<file path="src/rtl/counter_ctrl_pkg.sv">
// ============================================================================
//  Module      : counter_ctrl_pkg
//  Description : Shared definitions for the run/pause/clear sequencer of the
//                two-digit BCD counter: FSM state encodings, default timing
//                parameters and push-button index constants.
//  Revision    : 1.0  initial release
// ============================================================================
`default_nettype none

package counter_ctrl_pkg;

    // Sequencer states, also exported on state_o
    localparam logic [1:0] IDLE  = 2'd0;
    localparam logic [1:0] RUN   = 2'd1;
    localparam logic [1:0] PAUSE = 2'd2;
    localparam logic [1:0] DONE  = 2'd3;

    // 1 Hz count tick and 10 ms debounce window at a 50 MHz board clock
    localparam int TICK_DIV_DEFAULT  = 50_000_000;
    localparam int DB_CYCLES_DEFAULT = 500_000;

    // Push-button positions on the key bus
    localparam int KEY_START = 0;
    localparam int KEY_CLEAR = 1;

endpackage : counter_ctrl_pkg

`default_nettype wire

</file>
<file path="src/rtl/counter_ctrl_if.sv">
// ============================================================================
//  Module      : counter_ctrl_if
//  Description : Board-side and datapath-side signal bundle of counter_ctrl.
//                master : the sequencer (consumes key/sw/tc, drives strobes)
//                slave  : board I/O plus BCD counter chain
//  Signals     : key[1:0] raw active-low buttons, sw[9:0] slide switches,
//                tc terminal count, cnt_en/cnt_clr/cnt_load strobes,
//                load_val[7:0], cnt_up, state_o[1:0], run_led
//  Revision    : 1.0  initial release
// ============================================================================
`default_nettype none

interface counter_ctrl_if;

    logic [1:0] key;
    logic [9:0] sw;
    logic       tc;
    logic       cnt_en;
    logic       cnt_clr;
    logic       cnt_load;
    logic [7:0] load_val;
    logic       cnt_up;
    logic [1:0] state_o;
    logic       run_led;

    modport master (
        input  key, sw, tc,
        output cnt_en, cnt_clr, cnt_load, load_val, cnt_up, state_o, run_led
    );

    modport slave (
        output key, sw, tc,
        input  cnt_en, cnt_clr, cnt_load, load_val, cnt_up, state_o, run_led
    );

endinterface : counter_ctrl_if

`default_nettype wire

</file>
<file path="src/rtl/counter_ctrl_key_debounce.sv">
// ============================================================================
//  Module      : key_debounce
//  Description : Debouncer for one active-low push-button. Two-flop
//                synchronizer, stability counter, and a one-cycle pulse on an
//                accepted press (debounced 1->0). Releases produce nothing.
//  Ports       : clk, rst       clock, synchronous active-high reset
//                i_key_n        raw button level (active-low)
//                o_press        one-cycle registered press pulse
//  Revision    : 1.0  initial release
// ============================================================================
`default_nettype none

module key_debounce #(
    parameter int DB_CYCLES = 500_000
) (
    input  wire logic clk,
    input  wire logic rst,
    input  wire logic i_key_n,
    output logic      o_press
);

    // Counter only has to reach DB_CYCLES-1; +1 keeps the width >= 1 for DB_CYCLES=1
    localparam int c_CNT_W = $clog2(DB_CYCLES + 1);
    localparam logic [c_CNT_W-1:0] c_CNT_LAST = c_CNT_W'(DB_CYCLES - 1);

    logic               r_sync1;
    logic               r_sync2;
    logic               r_level;
    logic [c_CNT_W-1:0] r_cnt;
    logic               r_press;

    always_ff @(posedge clk) begin
        if (rst) begin
            r_sync1 <= 1'b1;
            r_sync2 <= 1'b1;
            r_level <= 1'b1;
            r_cnt   <= '0;
            r_press <= 1'b0;
        end else begin
            r_sync1 <= i_key_n;
            r_sync2 <= r_sync1;
            r_press <= 1'b0;
            // r_cnt counts consecutive synchronized samples that disagree with
            // the accepted level; any agreeing sample restarts the window.
            if (r_sync2 == r_level) begin
                r_cnt <= '0;
            end else if (r_cnt == c_CNT_LAST) begin
                r_level <= r_sync2;
                r_cnt   <= '0;
                r_press <= ~r_sync2;
            end else begin
                r_cnt <= r_cnt + c_CNT_W'(1);
            end
        end
    end

    assign o_press = r_press;

endmodule : key_debounce

`default_nettype wire

</file>
<file path="src/rtl/counter_ctrl.sv">
// ============================================================================
//  Module      : counter_ctrl
//  Description : Run/pause/clear sequencer for the two-digit BCD counter.
//                Debounces start/stop and clear buttons, prescales the clock
//                into count ticks and issues mutually exclusive clear, load
//                and enable strobes. All outputs are registered.
//  Ports       : clk, reset     clock, synchronous active-high reset
//                bus (master)   key/sw/tc in; cnt_en, cnt_clr, cnt_load,
//                               load_val, cnt_up, state_o, run_led out
//  Revision    : 1.0  initial release
// ============================================================================
`default_nettype none

module counter_ctrl
    import counter_ctrl_pkg::*;
#(
    parameter int TICK_DIV  = TICK_DIV_DEFAULT,
    parameter int DB_CYCLES = DB_CYCLES_DEFAULT
) (
    input  wire logic      clk,
    input  wire logic      reset,
    counter_ctrl_if.master bus
);

    localparam int c_PRESC_W = $clog2(TICK_DIV);
    localparam logic [c_PRESC_W-1:0] c_PRESC_LAST = c_PRESC_W'(TICK_DIV - 1);

    logic [1:0] w_press;
    logic       w_start_p;
    logic       w_clear_p;

    for (genvar k = 0; k < 2; k++) begin : g_key
        key_debounce #(
            .DB_CYCLES (DB_CYCLES)
        ) u_debounce (
            .clk     (clk),
            .rst     (reset),
            .i_key_n (bus.key[k]),
            .o_press (w_press[k])
        );
    end

    assign w_start_p = w_press[KEY_START];
    assign w_clear_p = w_press[KEY_CLEAR];

    logic [1:0]           r_state;
    logic [c_PRESC_W-1:0] r_presc;
    logic                 r_cnt_en;
    logic                 r_cnt_clr;
    logic                 r_cnt_load;
    logic [7:0]           r_load_val;
    logic                 r_cnt_up;
    logic                 r_run_led;

    logic [1:0]           w_state_nxt;
    logic [c_PRESC_W-1:0] w_presc_nxt;
    logic                 w_cnt_en_nxt;
    logic                 w_cnt_clr_nxt;
    logic                 w_cnt_load_nxt;
    logic [7:0]           w_load_val_nxt;
    logic                 w_cnt_up_nxt;
    logic                 w_run_led_nxt;
    logic                 w_tick;
    logic                 w_start_run;

    // Last prescaler cycle of a RUN period
    assign w_tick      = (r_state == RUN) && (r_presc == c_PRESC_LAST);
    // IDLE->RUN launch; the only moment the switches are looked at
    assign w_start_run = (r_state == IDLE) && w_start_p && !w_clear_p;

    // State and registered outputs
    always_ff @(posedge clk) begin
        if (reset) begin
            r_state    <= IDLE;
            r_presc    <= '0;
            r_cnt_en   <= 1'b0;
            r_cnt_clr  <= 1'b0;
            r_cnt_load <= 1'b0;
            r_load_val <= 8'h00;
            r_cnt_up   <= 1'b1;
            r_run_led  <= 1'b0;
        end else begin
            r_state    <= w_state_nxt;
            r_presc    <= w_presc_nxt;
            r_cnt_en   <= w_cnt_en_nxt;
            r_cnt_clr  <= w_cnt_clr_nxt;
            r_cnt_load <= w_cnt_load_nxt;
            r_load_val <= w_load_val_nxt;
            r_cnt_up   <= w_cnt_up_nxt;
            r_run_led  <= w_run_led_nxt;
        end
    end

    // Next state: clear dominates everything; a terminal tick beats a
    // same-cycle stop request so a finished count never lands in PAUSE.
    always_comb begin
        w_state_nxt = r_state;
        if (w_clear_p) begin
            w_state_nxt = IDLE;
        end else begin
            case (r_state)
                IDLE:    if (w_start_p) w_state_nxt = RUN;
                RUN: begin
                    if (w_tick && bus.tc)  w_state_nxt = DONE;
                    else if (w_start_p)    w_state_nxt = PAUSE;
                end
                PAUSE:   if (w_start_p) w_state_nxt = RUN;
                default: w_state_nxt = r_state;
            endcase
        end
    end

    // Output and prescaler next values
    always_comb begin
        w_cnt_en_nxt   = w_tick && !bus.tc && !w_clear_p;
        w_cnt_clr_nxt  = w_clear_p;
        w_cnt_load_nxt = w_start_run && bus.sw[8];
        w_load_val_nxt = w_cnt_load_nxt ? bus.sw[7:0] : 8'h00;
        w_cnt_up_nxt   = w_start_run ? bus.sw[9] : r_cnt_up;
        w_run_led_nxt  = (w_state_nxt == RUN);

        // Prescaler advances only in RUN; PAUSE (and DONE) hold it
        w_presc_nxt = r_presc;
        if (w_clear_p || (r_state == IDLE)) begin
            w_presc_nxt = '0;
        end else if (r_state == RUN) begin
            w_presc_nxt = w_tick ? '0 : r_presc + c_PRESC_W'(1);
        end
    end

    assign bus.cnt_en   = r_cnt_en;
    assign bus.cnt_clr  = r_cnt_clr;
    assign bus.cnt_load = r_cnt_load;
    assign bus.load_val = r_load_val;
    assign bus.cnt_up   = r_cnt_up;
    assign bus.state_o  = r_state;
    assign bus.run_led  = r_run_led;

endmodule : counter_ctrl

`default_nettype wire
</file>
<file path="src/flat_wrapper.sv">
// flat-port wrapper written by rule: the top's interface ports become plain ports
module counter_ctrl_flat import counter_ctrl_pkg::*;
#(
    parameter int TICK_DIV  = TICK_DIV_DEFAULT,
    parameter int DB_CYCLES = DB_CYCLES_DEFAULT
)
  (clk, reset, bus_key, bus_sw, bus_tc, bus_cnt_en, bus_cnt_clr, bus_cnt_load, bus_load_val, bus_cnt_up, bus_state_o, bus_run_led);
  counter_ctrl_if bus_i ();
  input  wire logic clk;
  input  wire logic reset;
  input wire logic [$bits(bus_i.key)-1:0] bus_key;
  input wire logic [$bits(bus_i.sw)-1:0] bus_sw;
  input wire logic [$bits(bus_i.tc)-1:0] bus_tc;
  output wire logic [$bits(bus_i.cnt_en)-1:0] bus_cnt_en;
  output wire logic [$bits(bus_i.cnt_clr)-1:0] bus_cnt_clr;
  output wire logic [$bits(bus_i.cnt_load)-1:0] bus_cnt_load;
  output wire logic [$bits(bus_i.load_val)-1:0] bus_load_val;
  output wire logic [$bits(bus_i.cnt_up)-1:0] bus_cnt_up;
  output wire logic [$bits(bus_i.state_o)-1:0] bus_state_o;
  output wire logic [$bits(bus_i.run_led)-1:0] bus_run_led;
  assign bus_i.key = bus_key;
  assign bus_i.sw = bus_sw;
  assign bus_i.tc = bus_tc;
  assign bus_cnt_en = bus_i.cnt_en;
  assign bus_cnt_clr = bus_i.cnt_clr;
  assign bus_cnt_load = bus_i.cnt_load;
  assign bus_load_val = bus_i.load_val;
  assign bus_cnt_up = bus_i.cnt_up;
  assign bus_state_o = bus_i.state_o;
  assign bus_run_led = bus_i.run_led;
  counter_ctrl #(.TICK_DIV(TICK_DIV), .DB_CYCLES(DB_CYCLES)) u_core (.clk(clk), .reset(reset), .bus(bus_i));
endmodule
</file>
<file path="config.mk">
export PLATFORM = sky130hd
export DESIGN_NAME = counter_ctrl_flat
export DESIGN_NICKNAME = d
export VERILOG_FILES = /design/src/rtl/counter_ctrl_pkg.sv /design/src/rtl/counter_ctrl_if.sv /design/src/rtl/counter_ctrl_key_debounce.sv /design/src/rtl/counter_ctrl.sv /design/src/flat_wrapper.sv
export SDC_FILE = /design/constraint.sdc
export NUM_CORES = 1
export LEC_CHECK = 0
export ABC_CLOCK_PERIOD_IN_PS = 2100
export CORE_MARGIN = 2
export CORE_UTILIZATION = 60
export CTS_CLUSTER_DIAMETER = 40
export DETAILED_ROUTE_END_ITERATION = 12
export DONT_BUFFER_PORTS = 1
export PLACE_DENSITY = 0.76
export SLEW_MARGIN = 20
export SYNTH_ARGS = -nofsm -noshare
export SYNTH_HDL_FRONTEND = slang
export SYNTH_HIERARCHICAL = 1
export SYNTH_SLANG_ARGS = --single-unit
</file>
<file path="constraint.sdc">
create_clock -name clk -period 2.1 [get_ports clk]
set_input_delay 0.21 -clock clk [delete_from_list [all_inputs] [get_ports clk]]
set_output_delay 0.21 -clock clk [all_outputs]
set_load 0.01 [all_outputs]
</file>
### Yosys cells after proc, flatten, opt, wreduce, memory -nomap -nowiden

Cells that the tools add are included.

| cells by class | value |
|---|---|
| add/sub/neg operators | 3 |
| equality and inequality tests | 8 |
| muxes and demuxes | 6 |
| bitwise gates (word level) | 7 |
| reduce and logical (&&, ||, !) cells | 20 |

Operator list:

| cell | count |
|---|---|
| adder 19 x 1 -> 19 bit (second input constant) | 2 |
| == test 19 bit (second input constant) | 2 |
| adder 26 x 1 -> 26 bit (second input constant) | 1 |
| == test 26 bit (second input constant) | 1 |
| two-way mux 26 bit | 1 |
| OR reduction 3 bit | 4 |
| two-way mux 2 bit | 4 |
| logical AND 1 bit | 7 |
| NOT 1 bit | 7 |
| OR reduction 2 bit | 3 |
| == test 2 x 1 -> 1 bit (second input constant) | 2 |
| case mux 2 bit (2 select lines) | 1 |
| AND reduction 2 bit | 2 |
| == test 1 bit | 2 |
| == test 2 bit (second input constant) | 1 |
| logical NOT 1 bit | 2 |
| logical NOT 2 bit | 1 |
| logical OR 1 bit | 1 |

| word-level totals | value |
|---|---|
| bits in registers | 87 |
| input bits | 15 |
| output and inout port bits | 15 |
| word-level logic and storage cells | 62 |

### Logic depth before layout (Yosys ltp)

| depth | value |
|---|---|
| word-level depth | 7 |
| depth in mapped cells | 8 |
| gate-level depth less buffers | 5 |

### Hierarchy

Netlist, hierarchy kept.

Modules (own cells, without submodules):

| module | instances | cells an instance | area each (um^2) | sequential area each (um^2) |
|---|---|---|---|---|
| key_debounce | 2 | 111 | 1016.0 | 460.4 |
| counter_ctrl | 1 | 199 | 1823.0 | 820.8 |

### Worst setup path after synthesis

No wires, ideal clock.

| timing path | value |
|---|---|
| path kind | reg-to-reg |
| from | reg u_core.g_key[0].u_debounce.r_cnt[0] |
| to | reg u_core.g_key[0].u_debounce.r_cnt[18] |
| setup time | 133 ps |
| arrival | 1524 ps |
| data required time | 1967 ps |
| setup slack | 443 ps |
| cell stages (with the launch flop) | 6 |
| path buffers | 0 |
| clock period less this slack | 1657 ps |
| path through | dfxtp_1 > ha_1 > nand4_1 > nor4_2 > a31o_2 > a21oi_1 |

| on the way | value |
|---|---|
| cells in the longest elaborated chain, start to end | 2 |
| elaborated cells between the ends (all ways) | 3 |
| those cells by class | add/sub (1); eq/ne (1); reduce/logical (1) |

Ends and longest elaborated chain:

| element | line | text |
|---|---|---|
| from (decl) | counter_ctrl_key_debounce.sv:29 | `logic [c_CNT_W-1:0] r_cnt;` |
| from (signal assigned) | counter_ctrl_key_debounce.sv:52 | `r_cnt <= r_cnt + c_CNT_W'(1);` |
| branches (longest 2 deep; another with adder 19 x 1 -> 19 bit) | - |  |

Parallel ways; which one is timed is not known.
A chain may end at the register's enable or synchronous reset.

### Final worst setup path

Same ends and word-level chain as after synthesis.

==> flow_summary_export.csv <==
group,metric,value,unit
timing,period_minus_slack,1.83,ns
timing,worst_clock_skew,0.0145,ns
clocking,cts_buffer_depth,2,
detailed_routing,viasPerCell,5.70,
timing,tns,0,ns
finish,multi_input_area,2010,um^2
hold_path,worstHoldEndpoint,"u_core/g_key[1].u_debounce/r_level",
finish,stdcell_count,523,
timing,setup_viol,0,
worst_setup_path,r2r_cells,5,
pwr,sequentialPowerShare,0.584,
clocking,cts.sinks,87,
pwr,p_int,2150,uW
grt,grt_pass1_wl,12800,um
logic_synthesis,async_flop_share,0,
logic_synthesis,synthCells,421,
logic_synthesis,netlist_top_cells_count,"dfxtp_1 (87), nor2_1 (71), nand2_1 (26), xnor2_1 (25), xor2_1 (24)",
logic_synthesis,syn-mean-instance-area,9.16,um^2
worst_setup_path,worst_setup_path_start_kind,"flop",
hold_path,hold_path.startpoint,"reset",
pwr,cellPowerDensity,664,nW/um^2
logic_synthesis,synth.most_common_cell,"dfxtp_1",
clocking,clkLatencyLatePin,0.36,ns
timing,whs,0.0287,ns
pwr,p_comb_frac,0.015,
timing,finalHoldViolations,0,
die,die_h,84.2,um
die,die_x,84.2,um
logic_synthesis,synthFlopType,"dfxtp_1",
hold_path,holdPathStages,2,
finish,regArea,1740,um^2
timing,worst_pin_slew,0.646,ns
grt,grt_use_total,0.217,
placed_design,place.port_buffers,0,
finish,fin_nets,459,
finish,fin_area,4270,um^2
placed_design,dpl_cell_area,3940,um^2
logic_synthesis,ys_seq_area_frac,0.452,
worst_setup_path,r2r-start,"u_core/g_key[0].u_debounce/r_cnt[0]",
pwr,ir_drop,0.000477,V
pwr,finalPower,2840,uW
die,core,6280,um^2
die,die-area,7080,um^2
detailed_routing,first_pass_iters,4,
timing,relSlewSlack,0.566,
timing,final_max_slew_viol_count,0,
detailed_routing,drc,0,
worst_setup_path,cp-end-kind,"flop",
grt,grt_max_degree,19,
logic_synthesis,syn-num-nets,439,
detailed_routing,ant_nets,0,
logic_synthesis,synth_simple_gate_area_frac,0.332,
clocking,cts_max_level,3,
worst_setup_path,crit_type,"flop to flop",
grt,grt_pass1_vias,2815,
logic_synthesis,synthXorXnorAreaFrac,0.111,
pwr,pwr-share-clk,0.401,
die,start_util,0.614,
logic_synthesis,synth_top_family_by_area,"simple AND/OR/NAND/NOR gates",
die,rows,29,
timing,grt_setup_unrepaired,"false",
detailed_routing,routed_wl,7240,um
worst_setup_path,required,2.40,ns
detailed_routing,drt-initial-drc-count,142,
worst_setup_path,critPathArrivalTime,2.13,ns
clocking,cts_buffers,9,
finish,drive_gt1_frac,0.119,
pwr,switching_power,688,uW
detailed_routing,via_count,2979,
logic_synthesis,synth-compound-area-share,0.0552,
worst_setup_path,r2r_slack,0.27,ns
logic_synthesis,ys_ff_latch,87,
finish,nFillCells,515,
logic_synthesis,synthTopCellsByArea,"dfxtp_1 (45%), nor2_1 (6.9%), xnor2_1 (5.7%)",
logic_synthesis,synthMuxAreaShare,0.0130,
logic_synthesis,synth_top_area_share,0.452,
pwr,power.leakage,0.00141,uW
job,cap_violations,0,
finish,area_growth,10.8,%
timing,post-route-period-util,0.873,
logic_synthesis,ys_warn_count,6,
logic_synthesis,synth-edff-count,0,
logic_synthesis,synth_fa_ha_area_frac,0.00974,
placed_design,place.gp.congestion,0.883,
clocking,clk_pin_slew_worst_paths,0.10,ns
logic_synthesis,synth_area,3850,um^2
placed_design,place_inst,494,
clocking,clock-root-buffer,"clkbuf_8",
status,status,"finished clean",
hold_path,hp-class,"primary input to flop",
detailed_routing,post_drt_wl_per_cell,13.8,um
placed_design,hpwl,4940,um
logic_synthesis,ys_types,45,
finish,n_antenna_cell,0,
clocking,tritoncts,"built",
worst_setup_path,cp_max_fo,6,
logic_synthesis,synth_area_leader_cell,"dfxtp_1",
grt,grt_overflow,0,
timing,max_freq,0.545,GHz
die,io-pin-count,30,
pwr,swShare,0.243,
grt,antenna_found_initial,0,
worst_setup_path,r2r_end,"u_core/g_key[0].u_debounce/r_cnt[18]",
-- power by group through the flow --
stage | logic, uW | registers [uW] | clock network [uW]
finish | 41.4 | 1660 | 1140
global route | 45.6 | 1660 | 1240
detailed placement | 20.6 | 1700 | 0
global placement | 20.7 | 1690 | 0
floorplan | 15.2 | 1690 | 0
CTS | 41.0 | 1660 | 1170
-- worst max-delay path, stage by stage (launching register included) --
cell and delay, ns:
dfxtp_1 0.45, ha_1 0.27, nand4_1 0.29, nor4_2 0.48
nand4_1 0.14, a21oi_1 0.16
-- through the flow --
step	utilization	setup WS, ns
global route	0.680	0.0536
finish	0.680	0.266
CTS	0.680	0.296
global placement	0.628	0.389
detailed placement	0.628	0.295
floorplan	-	0.443
-- what timing repair did --
action | CTS | global route
hold buffers | 13 | 0
gates resized for setup | 0 | 0
endpoints found under the setup margin | 0 | 0
endpoints found under the hold margin | 15 | 0
setup buffers | 0 | 0
-- cells by family (layout without fill, tap and decap cells) --
group           count (synthesis)  count (layout)
compound gates                 35              35
xor+xnor                       49              49
fa+ha+maj                       3               3
buf+inv                        22              47
flops                          87              87
mux                             5               5
simple gates                  220             220
-- layout by cell type, fill, tap and decap left out, types with 6 or more instances in the layout --
cell type | synthesis | layout
buf_4 | 1 | 8
and2_1 | 11 | 11
o21ai_0 | 6 | 6
or2_2 | 7 | 7
and3_1 | 11 | 11
nand2_1 | 26 | 26
nor3_1 | 11 | 11
inv_1 | 10 | 10
nand4_1 | 21 | 21
xnor2_1 | 25 | 25
nor2_1 | 71 | 71
clkbuf_8 | 0 | 9
nand3_1 | 17 | 17
a21oi_1 | 16 | 16
nor4_1 | 7 | 7
xor2_1 | 24 | 24
dfxtp_1 | 87 | 87
dlygate4sd3_1 | 0 | 13
-- layout make-up --
class,count,share of cell area
flip-flops and latches,87,0.408
multi-input cells,312,0.470
repair buffers,21,0.0445
inverters,10,0.00879
clock buffers,9,0.0290
well taps,77,0.0226
clock inverters,7,0.0170
-- registers in the layout, indices dropped and copies added (netlist names) --
| signal | cells |
|---|---|
| u_core/bus.cnt_load | 1 |
| u_core/g_key.u_debounce/r_sync2 | 2 |
| u_core/r_presc | 26 |
| u_core/bus.run_led | 1 |
| u_core/g_key.u_debounce/r_cnt | 38 |
| u_core/bus.load_val | 8 |
| u_core/g_key.u_debounce/r_level | 2 |
| u_core/bus.state_o | 2 |
| u_core/bus.cnt_en | 1 |
| u_core/g_key.u_debounce/o_press | 2 |
| u_core/bus.cnt_clr | 1 |
| u_core/bus.cnt_up | 1 |
| u_core/g_key.u_debounce/r_sync1 | 2 |
-- layer usage --
metal  track usage  vias to the layer above  part of all wire
li1              -                     1516                 -
met1         0.285                     1398              0.47
met2         0.354                       53              0.48
met3        0.0374                       12             0.032
met4        0.0924                        0             0.016
met5             0                        -                 0
-- worst max-delay path by stage --
| stage | start | endpoint | slack (ns) | depth (start not counted) |
|---|---|---|---|---|
| floorplan | u_core/g_key[0].u_debounce/r_cnt[0] | u_core/g_key[0].u_debounce/r_cnt[18] | 0.44 | 5 |
| global placement | u_core/g_key[1].u_debounce/r_cnt[0] | u_core/g_key[1].u_debounce/r_cnt[18] | 0.39 | 5 |
| detailed placement | u_core/g_key[0].u_debounce/r_cnt[0] | u_core/g_key[0].u_debounce/r_cnt[18] | 0.30 | 5 |
| CTS | u_core/g_key[0].u_debounce/r_cnt[0] | u_core/g_key[0].u_debounce/r_cnt[18] | 0.30 | 5 |
| global route | u_core/g_key[0].u_debounce/r_cnt[0] | u_core/g_key[0].u_debounce/r_cnt[18] | 0.05 | 5 |
| finish | u_core/g_key[0].u_debounce/r_cnt[0] | u_core/g_key[0].u_debounce/r_cnt[18] | 0.27 | 5 |
Power figures use the tool's default switching activity.
